$ cat src/rtl/idma_rd_pkg.sv
// rtl/idma_rd_pkg.sv - shared constants, FSM state type and burst sizing helper for the iDMA read path
package idma_rd_pkg;

  localparam int unsigned BEAT_BYTES = 16;
  localparam int unsigned BEAT_SHIFT = 4;
  localparam logic [1:0]  AXI_BURST_INCR = 2'b01;

  typedef enum logic [1:0] {
    ST_IDLE,
    ST_CALC,
    ST_ADDR,
    ST_WAIT_R
  } rd_state_e;

  // Smallest of remaining beats, per-burst cap and beats left in the current page.
  function automatic logic [8:0] burst_beats(input logic [31:0] rem,
                                             input logic [8:0]  cap,
                                             input logic [8:0]  page);
    logic [8:0] b;
    b = cap;
    if (page < b) b = page;
    if (rem < {23'd0, b}) b = rem[8:0];
    return b;
  endfunction

endpackage

$ cat src/rtl/axi_rd_burst_gen_if.sv
// rtl/axi_rd_burst_gen_if.sv - AXI read-address channel bundle with master/slave views
interface axi_rd_burst_gen_if #(
  parameter int unsigned AW  = 32,
  parameter int unsigned IDW = 4
);
  logic           o_arvalid;
  logic           i_arready;
  logic [AW-1:0]  o_araddr;
  logic [7:0]     o_arlen;
  logic [2:0]     o_arsize;
  logic [1:0]     o_arburst;
  logic [IDW-1:0] o_arid;

  modport master (
    output o_arvalid, o_araddr, o_arlen, o_arsize, o_arburst, o_arid,
    input  i_arready
  );

  modport slave (
    input  o_arvalid, o_araddr, o_arlen, o_arsize, o_arburst, o_arid,
    output i_arready
  );
endinterface

$ cat src/rtl/axi_rd_ost_tracker.sv
// rtl/axi_rd_ost_tracker.sv - outstanding-burst counter and first/last R-burst flag generation
module axi_rd_ost_tracker #(
  parameter int unsigned MAX_OST = 8,
  parameter int unsigned CNT_W   = 17,
  localparam int unsigned OST_W  = $clog2(MAX_OST + 1)
) (
  input  logic             clk_i,
  input  logic             rst_ni,
  input  logic             clr_i,
  input  logic             busy_i,
  input  logic             ar_hs_i,
  input  logic             ar_last_i,
  input  logic             rdata_ok_i,
  output logic [OST_W-1:0] ost_cnt_o,
  output logic [OST_W-1:0] ost_next_o,
  output logic             first_o,
  output logic             last_o
);

  logic [OST_W-1:0] ost_q, ost_d;
  logic [CNT_W-1:0] rdone_q, rdone_d;
  logic             all_done_q, all_done_d;
  logic             ok_eff;

  always_comb begin
    // A burst completion with nothing outstanding is a protocol error and is dropped.
    ok_eff     = rdata_ok_i & (ost_q != '0);
    ost_d      = ost_q;
    rdone_d    = rdone_q;
    all_done_d = all_done_q;
    if (ar_hs_i && !ok_eff) begin
      ost_d = ost_q + OST_W'(1);
    end else if (!ar_hs_i && ok_eff) begin
      ost_d = ost_q - OST_W'(1);
    end
    if (clr_i) begin
      rdone_d    = '0;
      all_done_d = 1'b0;
    end else begin
      if (ok_eff)    rdone_d    = rdone_q + CNT_W'(1);
      if (ar_last_i) all_done_d = 1'b1;
    end
  end

  always_ff @(posedge clk_i or negedge rst_ni) begin
    if (!rst_ni) begin
      ost_q      <= '0;
      rdone_q    <= '0;
      all_done_q <= 1'b0;
    end else begin
      ost_q      <= ost_d;
      rdone_q    <= rdone_d;
      all_done_q <= all_done_d;
    end
  end

  assign ost_cnt_o  = ost_q;
  assign ost_next_o = ost_d;
  assign first_o    = busy_i & (rdone_q == '0);
  assign last_o     = busy_i & all_done_q & (ost_q == OST_W'(1));

endmodule

$ cat src/rtl/axi_rd_burst_gen.sv
// rtl/axi_rd_burst_gen.sv - splits one read command into AXI INCR bursts; IDMA_RD_4K_SPLIT_EN adds 4 KB page splitting
module axi_rd_burst_gen
  import idma_rd_pkg::*;
#(
  parameter int unsigned AXI_AW          = 32,
  parameter int unsigned AXI_IDW         = 4,
  parameter int unsigned AXI_DATA_WID    = 128,
  parameter int unsigned LEN_W           = 20,
  parameter int unsigned MAX_BURST_BEATS = 16,
  parameter int unsigned MAX_OST         = 8,
  parameter int unsigned RD_ID           = 0
) (
  input  logic                aclk,
  input  logic                aresetn,
  input  logic                cmd_valid,
  output logic                cmd_ready,
  input  logic [AXI_AW-1:0]   cmd_src_addr,
  input  logic [LEN_W-1:0]    cmd_len,
  output logic                busy,
  output logic                dma_done,
  axi_rd_burst_gen_if.master  ar,
  input  logic                axi_burst_rdata_ok,
  output logic [5:0]          strb_first_beat_num,
  output logic [5:0]          strb_last_beat_num,
  output logic                dma_trans_first_burst,
  output logic                dma_trans_last_burst
);

  localparam int unsigned SUM_W  = LEN_W + 1;
  localparam int unsigned BEAT_W = SUM_W - BEAT_SHIFT;
  localparam int unsigned OST_W  = $clog2(MAX_OST + 1);

  rd_state_e         state_q, state_d;
  logic [AXI_AW-1:0] cur_addr_q, cur_addr_d;
  logic [AXI_AW-1:0] araddr_q, araddr_d;
  logic [BEAT_W-1:0] rem_q, rem_d;
  logic [8:0]        beats_q, beats_d;
  logic [7:0]        arlen_q, arlen_d;
  logic [5:0]        sf_q, sf_d, sl_q, sl_d;
  logic              done_q, done_d;

  logic [SUM_W-1:0]  sum_w;
  logic [BEAT_W-1:0] total_w;
  logic [3:0]        last_nib;
  logic [8:0]        page_w, beats_w;
  logic              ar_hs, ar_last, clr;
  logic [OST_W-1:0]  ost_cnt, ost_next;

  always_comb begin
    sum_w    = {1'b0, cmd_len} + SUM_W'(cmd_src_addr[BEAT_SHIFT-1:0]) + SUM_W'(BEAT_BYTES - 1);
    total_w  = sum_w[SUM_W-1:BEAT_SHIFT];
    last_nib = cmd_src_addr[3:0] + cmd_len[3:0];
`ifdef IDMA_RD_4K_SPLIT_EN
    page_w   = 9'd256 - {1'b0, cur_addr_q[11:BEAT_SHIFT]};
`else
    page_w   = 9'(MAX_BURST_BEATS);
`endif
    beats_w  = burst_beats(32'(rem_q), 9'(MAX_BURST_BEATS), page_w);
  end

  assign ar_hs   = (state_q == ST_ADDR) & ar.i_arready;
  assign ar_last = ar_hs & (rem_q == BEAT_W'(beats_q));

  always_comb begin
    state_d    = state_q;
    cur_addr_d = cur_addr_q;
    araddr_d   = araddr_q;
    rem_d      = rem_q;
    beats_d    = beats_q;
    arlen_d    = arlen_q;
    sf_d       = sf_q;
    sl_d       = sl_q;
    done_d     = 1'b0;
    clr        = 1'b0;
    case (state_q)
      ST_IDLE: begin
        if (cmd_valid) begin
          cur_addr_d = {cmd_src_addr[AXI_AW-1:BEAT_SHIFT], {BEAT_SHIFT{1'b0}}};
          rem_d      = total_w;
          sf_d       = 6'(cmd_src_addr[3:0]);
          sl_d       = 6'(last_nib);
          clr        = 1'b1;
          state_d    = (cmd_len == '0) ? ST_WAIT_R : ST_CALC;
        end
      end
      ST_CALC: begin
        beats_d  = beats_w;
        araddr_d = cur_addr_q;
        arlen_d  = 8'(beats_w - 9'd1);
        if (ost_cnt < OST_W'(MAX_OST)) state_d = ST_ADDR;
      end
      ST_ADDR: begin
        if (ar.i_arready) begin
          cur_addr_d = cur_addr_q + AXI_AW'({beats_q, {BEAT_SHIFT{1'b0}}});
          rem_d      = rem_q - BEAT_W'(beats_q);
          state_d    = ar_last ? ST_WAIT_R : ST_CALC;
        end
      end
      ST_WAIT_R: begin
        // Done is registered off the next count so it lands one cycle after the final rlast.
        if (done_q) begin
          state_d = ST_IDLE;
        end else if (ost_next == '0) begin
          done_d = 1'b1;
        end
      end
      default: state_d = ST_IDLE;
    endcase
  end

  always_ff @(posedge aclk or negedge aresetn) begin
    if (!aresetn) begin
      state_q    <= ST_IDLE;
      cur_addr_q <= '0;
      araddr_q   <= '0;
      rem_q      <= '0;
      beats_q    <= '0;
      arlen_q    <= '0;
      sf_q       <= '0;
      sl_q       <= '0;
      done_q     <= 1'b0;
    end else begin
      state_q    <= state_d;
      cur_addr_q <= cur_addr_d;
      araddr_q   <= araddr_d;
      rem_q      <= rem_d;
      beats_q    <= beats_d;
      arlen_q    <= arlen_d;
      sf_q       <= sf_d;
      sl_q       <= sl_d;
      done_q     <= done_d;
    end
  end

  axi_rd_ost_tracker #(
    .MAX_OST (MAX_OST),
    .CNT_W   (BEAT_W)
  ) u_trk (
    .clk_i      (aclk),
    .rst_ni     (aresetn),
    .clr_i      (clr),
    .busy_i     (busy),
    .ar_hs_i    (ar_hs),
    .ar_last_i  (ar_last),
    .rdata_ok_i (axi_burst_rdata_ok),
    .ost_cnt_o  (ost_cnt),
    .ost_next_o (ost_next),
    .first_o    (dma_trans_first_burst),
    .last_o     (dma_trans_last_burst)
  );

  assign cmd_ready           = (state_q == ST_IDLE);
  assign busy                = (state_q != ST_IDLE);
  assign dma_done            = done_q;
  assign strb_first_beat_num = sf_q;
  assign strb_last_beat_num  = sl_q;

  assign ar.o_arvalid = (state_q == ST_ADDR);
  assign ar.o_araddr  = araddr_q;
  assign ar.o_arlen   = arlen_q;
  assign ar.o_arsize  = 3'($clog2(AXI_DATA_WID / 8));
  assign ar.o_arburst = AXI_BURST_INCR;
  assign ar.o_arid    = AXI_IDW'(RD_ID);

endmodule
$ cat src/flat_wrapper.sv
// flat-port wrapper written by rule: the top's interface ports become plain ports
module axi_rd_burst_gen_flat import idma_rd_pkg::*;
#(
  parameter int unsigned AXI_AW          = 32,
  parameter int unsigned AXI_IDW         = 4,
  parameter int unsigned AXI_DATA_WID    = 128,
  parameter int unsigned LEN_W           = 20,
  parameter int unsigned MAX_BURST_BEATS = 16,
  parameter int unsigned MAX_OST         = 8,
  parameter int unsigned RD_ID           = 0
)
  (aclk, aresetn, cmd_valid, cmd_ready, cmd_src_addr, cmd_len, busy, dma_done, axi_burst_rdata_ok, strb_first_beat_num, strb_last_beat_num, dma_trans_first_burst, dma_trans_last_burst, ar_o_arvalid, ar_o_araddr, ar_o_arlen, ar_o_arsize, ar_o_arburst, ar_o_arid, ar_i_arready);
  axi_rd_burst_gen_if ar_i ();
  input  logic aclk;
  input  logic aresetn;
  input  logic cmd_valid;
  output logic cmd_ready;
  input  logic [AXI_AW-1:0] cmd_src_addr;
  input  logic [LEN_W-1:0] cmd_len;
  output logic busy;
  output logic dma_done;
  input  logic axi_burst_rdata_ok;
  output logic [5:0] strb_first_beat_num;
  output logic [5:0] strb_last_beat_num;
  output logic dma_trans_first_burst;
  output logic dma_trans_last_burst;
  output wire logic [$bits(ar_i.o_arvalid)-1:0] ar_o_arvalid;
  output wire logic [$bits(ar_i.o_araddr)-1:0] ar_o_araddr;
  output wire logic [$bits(ar_i.o_arlen)-1:0] ar_o_arlen;
  output wire logic [$bits(ar_i.o_arsize)-1:0] ar_o_arsize;
  output wire logic [$bits(ar_i.o_arburst)-1:0] ar_o_arburst;
  output wire logic [$bits(ar_i.o_arid)-1:0] ar_o_arid;
  input wire logic [$bits(ar_i.i_arready)-1:0] ar_i_arready;
  assign ar_o_arvalid = ar_i.o_arvalid;
  assign ar_o_araddr = ar_i.o_araddr;
  assign ar_o_arlen = ar_i.o_arlen;
  assign ar_o_arsize = ar_i.o_arsize;
  assign ar_o_arburst = ar_i.o_arburst;
  assign ar_o_arid = ar_i.o_arid;
  assign ar_i.i_arready = ar_i_arready;
  axi_rd_burst_gen #(.AXI_AW(AXI_AW), .AXI_IDW(AXI_IDW), .AXI_DATA_WID(AXI_DATA_WID), .LEN_W(LEN_W), .MAX_BURST_BEATS(MAX_BURST_BEATS), .MAX_OST(MAX_OST), .RD_ID(RD_ID)) u_core (.aclk(aclk), .aresetn(aresetn), .cmd_valid(cmd_valid), .cmd_ready(cmd_ready), .cmd_src_addr(cmd_src_addr), .cmd_len(cmd_len), .busy(busy), .dma_done(dma_done), .ar(ar_i), .axi_burst_rdata_ok(axi_burst_rdata_ok), .strb_first_beat_num(strb_first_beat_num), .strb_last_beat_num(strb_last_beat_num), .dma_trans_first_burst(dma_trans_first_burst), .dma_trans_last_burst(dma_trans_last_burst));
endmodule
$ cat config.mk
export PLATFORM = sky130hd
export DESIGN_NAME = axi_rd_burst_gen_flat
export DESIGN_NICKNAME = d
export VERILOG_FILES = /design/src/rtl/idma_rd_pkg.sv /design/src/rtl/axi_rd_burst_gen_if.sv /design/src/rtl/axi_rd_ost_tracker.sv /design/src/rtl/axi_rd_burst_gen.sv /design/src/flat_wrapper.sv
export SDC_FILE = /design/constraint.sdc
export NUM_CORES = 1
export LEC_CHECK = 0
export ABC_AREA = 0
export BUFFER_PORTS_ARGS = -buffer_cell sky130_fd_sc_hd__buf_4
export CORE_MARGIN = 3
export CORE_UTILIZATION = 35
export CTS_BUF_LIST = sky130_fd_sc_hd__clkbuf_4
export DETAILED_ROUTE_END_ITERATION = 7
export PLACE_DENSITY = 0.52
export SYNTH_ARGS = -nofsm -noshare
export SYNTH_HDL_FRONTEND = slang
export SYNTH_SLANG_ARGS = --single-unit
export TNS_END_PERCENT = 50
$ cat constraint.sdc
create_clock -name aclk -period 2.9 [get_ports aclk]
set_input_delay 0.29 -clock aclk [delete_from_list [all_inputs] [get_ports aclk]]
set_output_delay 0.29 -clock aclk [all_outputs]
set_load 0.05 [all_outputs]
==> metrics.md <==
| Metric | Value |
|---|---|
| Wl on met1 | `9.774 mm` |
| Gr usage total | `a little under a fifth` |
| Largest delay share family, worst path | `compound AO/OA/AOI/OAI gates` |
| Synthesized cell area | `about 0.0073 mm^2` |
| Status | `finished, final reports clean` |
| GP Congestion | `between 0.8 and 0.9` |
| Net Sw Frac | `48.55%` |
| Starting Density | `~36%` |
| Met2 WL | `~9.2 mm` |
| Initial antenna violation count | `1` |
| RSZ-0062 raised after global routing | `false` |
| Synth area leaders | `dfrtp_1 42%, nand2_1 8.0%, ha_1 5.8%` |
| Clk pwr share | `16.1%` |
| Area leader, netlist | `dfrtp_1` |
| Switching power | `about 0.0046 W` |
| Synth top area share | `42.04%` |
| WL per Instance | `16.24 um` |
| Largest net degree at the start of global routing | `71` |
| CP Max Fanout | `8` |
| Mean Syn Cell Area | `8.664 um^2` |
| Skew final | `19.25 ps` |
| Synthesized instance count | `845` |
| Slew at the pin with the worst max-slew slack | `755.7 ps` |
| Peak supply drop | `0.4337 mV` |
| Nets@finish | `1,058` |
| Clk slew on worst S/H paths | `120 ps` |
| Flop pwr share | `31.6%` |
| Most frequent cells after synthesis | `157 x nand2_1, 123 x dfrtp_1, 73 x nor2_1, 44 x o21ai_0, 40 x inv_1` |
| Final period utilization | `88.01%` |
| Residual DRC | `0` |
| Slew HR | `49.62%` |
| Gr ovfl total | `0` |
| Power per standard cell area | `1058 mW/mm^2` |
| Max incr delay on CP | `approximately 600 ps` |
| Slowest CP cell | `a31oi_1` |
| Pre-CTS setup slack | `305.7 ps` |
| Worst setup EP type | `flop` |
| Hold Crit Class | `in2reg` |
| Yosys reg bits | `123` |
| Die height | `150.6 um` |
| Top-count cell post-synth | `nand2_1` |
| Vias | `6,394` |
| Final WL | `a little over 20 mm` |
| Metal3 WL | `1.224 mm` |
| Ys flop type | `dfrtp_1` |
| CTS Buffer Depth | `2` |
| Worst-Skew Late Latency | `roughly 550 ps` |
| Clock Sink Count | `between 100 and 150` |
| TNS Setup | `0 ps` |
| P_int | `0.004856 W` |
| Startpoint Class | `flop` |
| H-tree depth | `4` |
| Core Area | `0.02036 mm^2` |
| Post-route minimum period | `between 2000 and 3000 ps` |
| CTS Buf Count | `17` |
| Placed cell area | `0.008404 mm^2` |
| Top Metal Used | `met4` |
| Port bufs | `roughly 110` |
| CTS tree | `built` |
| Critical path required time | `3340 ps` |
| Die Wd | `150.6 um` |
| Gate power share | `52.4%` |
| Rows | `52` |
| Final count of pins violating max slew | `0` |
| DRT iter0 DRCs | `425` |
| Yosys cell types | `67` |
| FILL cells | `2,090` |
| CTS root buffer | `clkbuf_4` |
| Critical path class | `reg2reg` |
| I/O pin count | `124` |
| Final Hold Viols | `0` |
| Crit-path cells | `inv_1 -> ha_1 -> fa_1 -> nor2b_1 -> o21ai_0 -> o21ai_0 -> a31oi_1 -> a31oi_1 -> a211o_1` |
| Finish-stage setup viols | `0` |
| Routed Antenna Nets | `0` |
| CP bufs+invs | `1` |
| Async SR Flop Fraction | `100.0%` |
| Register area share after synthesis | `42.04%` |
| Detailed Place HPWL | `14.55 mm` |
| Vias per Instance | `~5.1` |
| Design Power | `between 0.009 and 0.01 W` |
| Max cap viols | `0` |
| Post-synth EDFFs | `0` |
| Via count of the first global-routing pass | `6,222` |
| PnR worst setup slack | `approximately 350 ps` |
| Die ar. | `0.02269 mm^2` |
| WP data arrival | `2990 ps` |
| Drt pass-1 iters | `4` |
| Number of setup buffers added after CTS | `0` |
| Yosys Warn Count | `0` |
| Area Overhead vs Synth | `21.79%` |
| Share of layout cells above drive strength 1 | `17.81%` |
| F_max | `approximately 0.4 GHz` |
| First-pass GRT wire length | `about 33 mm` |
| Fin area | `between 0.008 and 0.009 mm^2` |
| Static Leak | `4.127 nW` |
-- placed cells by master, fill, tap and decap left out, types with 17 or more instances in the layout --
cell type	synthesis	routed
nand3_1	20	20
xor2_1	27	27
ha_1	34	34
conb_1	2	17
nor3_1	22	22
a21oi_1	30	30
dfrtp_1	123	123
inv_1	40	40
clkbuf_4	0	19
o21ai_0	44	44
nand4_1	19	19
buf_4	17	123
nor2_1	73	71
nand2_1	157	157
xnor2_1	23	23
-- sequential cells by signal, indices dropped and copies added (netlist names) --
signal	count
u_core.ar.o_araddr	28
u_core.cur_addr_q	28
u_core.rem_q	17
u_core.u_trk.rdone_q	17
u_core.beats_q	9
u_core.ar.o_arlen	8
u_core.strb_first_beat_num	4
u_core.strb_last_beat_num	4
u_core.u_trk.ost_cnt_o	4
u_core.state_q	2
u_core.dma_done	1
u_core.u_trk.all_done_q	1
-- repair_timing --
item | in CTS | in global routing
endpoints found under the hold margin | 81 | 1
gates resized for setup | 0 | 0
hold buffers | 14 | 1
-- stage by stage --
step	utilization, %	hold slack (ps)	cells
6_report	43.78	48.38	1248
5_1_grt	43.78	19.29	1248
4_1_cts	43.72	0.8850	1246
3_5_place_dp	41.27	196.0	1200
3_3_place_gp	41.27	197.5	1200
2_1_floorplan	-	-5.591	860
-- final timing paths --
check                                startpoint                       endpoint  slack (ps)  cells past startpoint
min reg2reg                u_core.ar.o_arlen[7]           u_core.ar.o_arlen[7]         480                      2
max                             u_core.rem_q[0]               u_core.rem_q[12]         350                      9
max reg2reg                     u_core.rem_q[0]               u_core.rem_q[12]         350                      9
min in group asynchronous               aresetn         u_core.ar.o_araddr[20]         150                      2
min                             cmd_src_addr[2]  u_core.strb_first_beat_num[2]          50                      3
max in group asynchronous               aresetn              u_core.beats_q[2]        1990                      3
-- cell type report --
| cell class | count | area [um^2] | area share (%) |
|---|---|---|---|
| Multi-Input combinational cell | 641 | 3871 | 43.42 |
| Sequential cell | 123 | 3078 | 34.52 |
| Clock inverter | 13 | 216.5 | 2.428 |
| Timing Repair Buffer | 140 | 1114 | 12.49 |
| Clock buffer | 19 | 142.6 | 1.600 |
| Antenna cell | 1 | 2.502 | 0.02807 |
| Tap cell | 270 | 337.8 | 3.789 |
| Inverter | 41 | 153.9 | 1.726 |
-- metal layers --
| layer | up-vias | GRT usage [%] |
|---|---|---|
| li1 | 3184 | - |
| met1 | 3037 | 25.62 |
| met2 | 165 | 28.84 |
| met3 | 8 | 4.606 |
| met4 | 0 | 3.762 |
| met5 | - | 0 |
-- logic make-up (layout without fill, tap and decap cells) --
kind of cell / after synthesis / after routing / share of synthesized area [%]
buf+inv: 96 / 213 / 5.982
compound gates: 170 / 170 / 15.19
mux: 3 / 3 / 0.4444
other cells: 2 / 18 / 0.1026
fa+ha+maj: 37 / 37 / 6.631
xor+xnor: 50 / 50 / 5.982
flops: 123 / 123 / 42.04
simple gates: 364 / 364 / 23.62
-- worst min-delay path: stages --
cell,delay (ps)
buf_4,110
inv_1,60
o21ai_0,90
-- power by group through the flow --
| stage | sequential, W | combinational, W | clock [W] |
|---|---|---|---|
| after floorplan | 0.00375 | 0.00272 | 0 |
| after global placement | 0.00300 | 0.00494 | 0 |
| after detailed placement | 0.00301 | 0.00495 | 0 |
| after CTS | 0.00297 | 0.00498 | 0.00157 |
| after global routing | 0.00308 | 0.00544 | 0.00166 |
| final | 0.00298 | 0.00494 | 0.00152 |
Power figures use the tool's default switching activity.
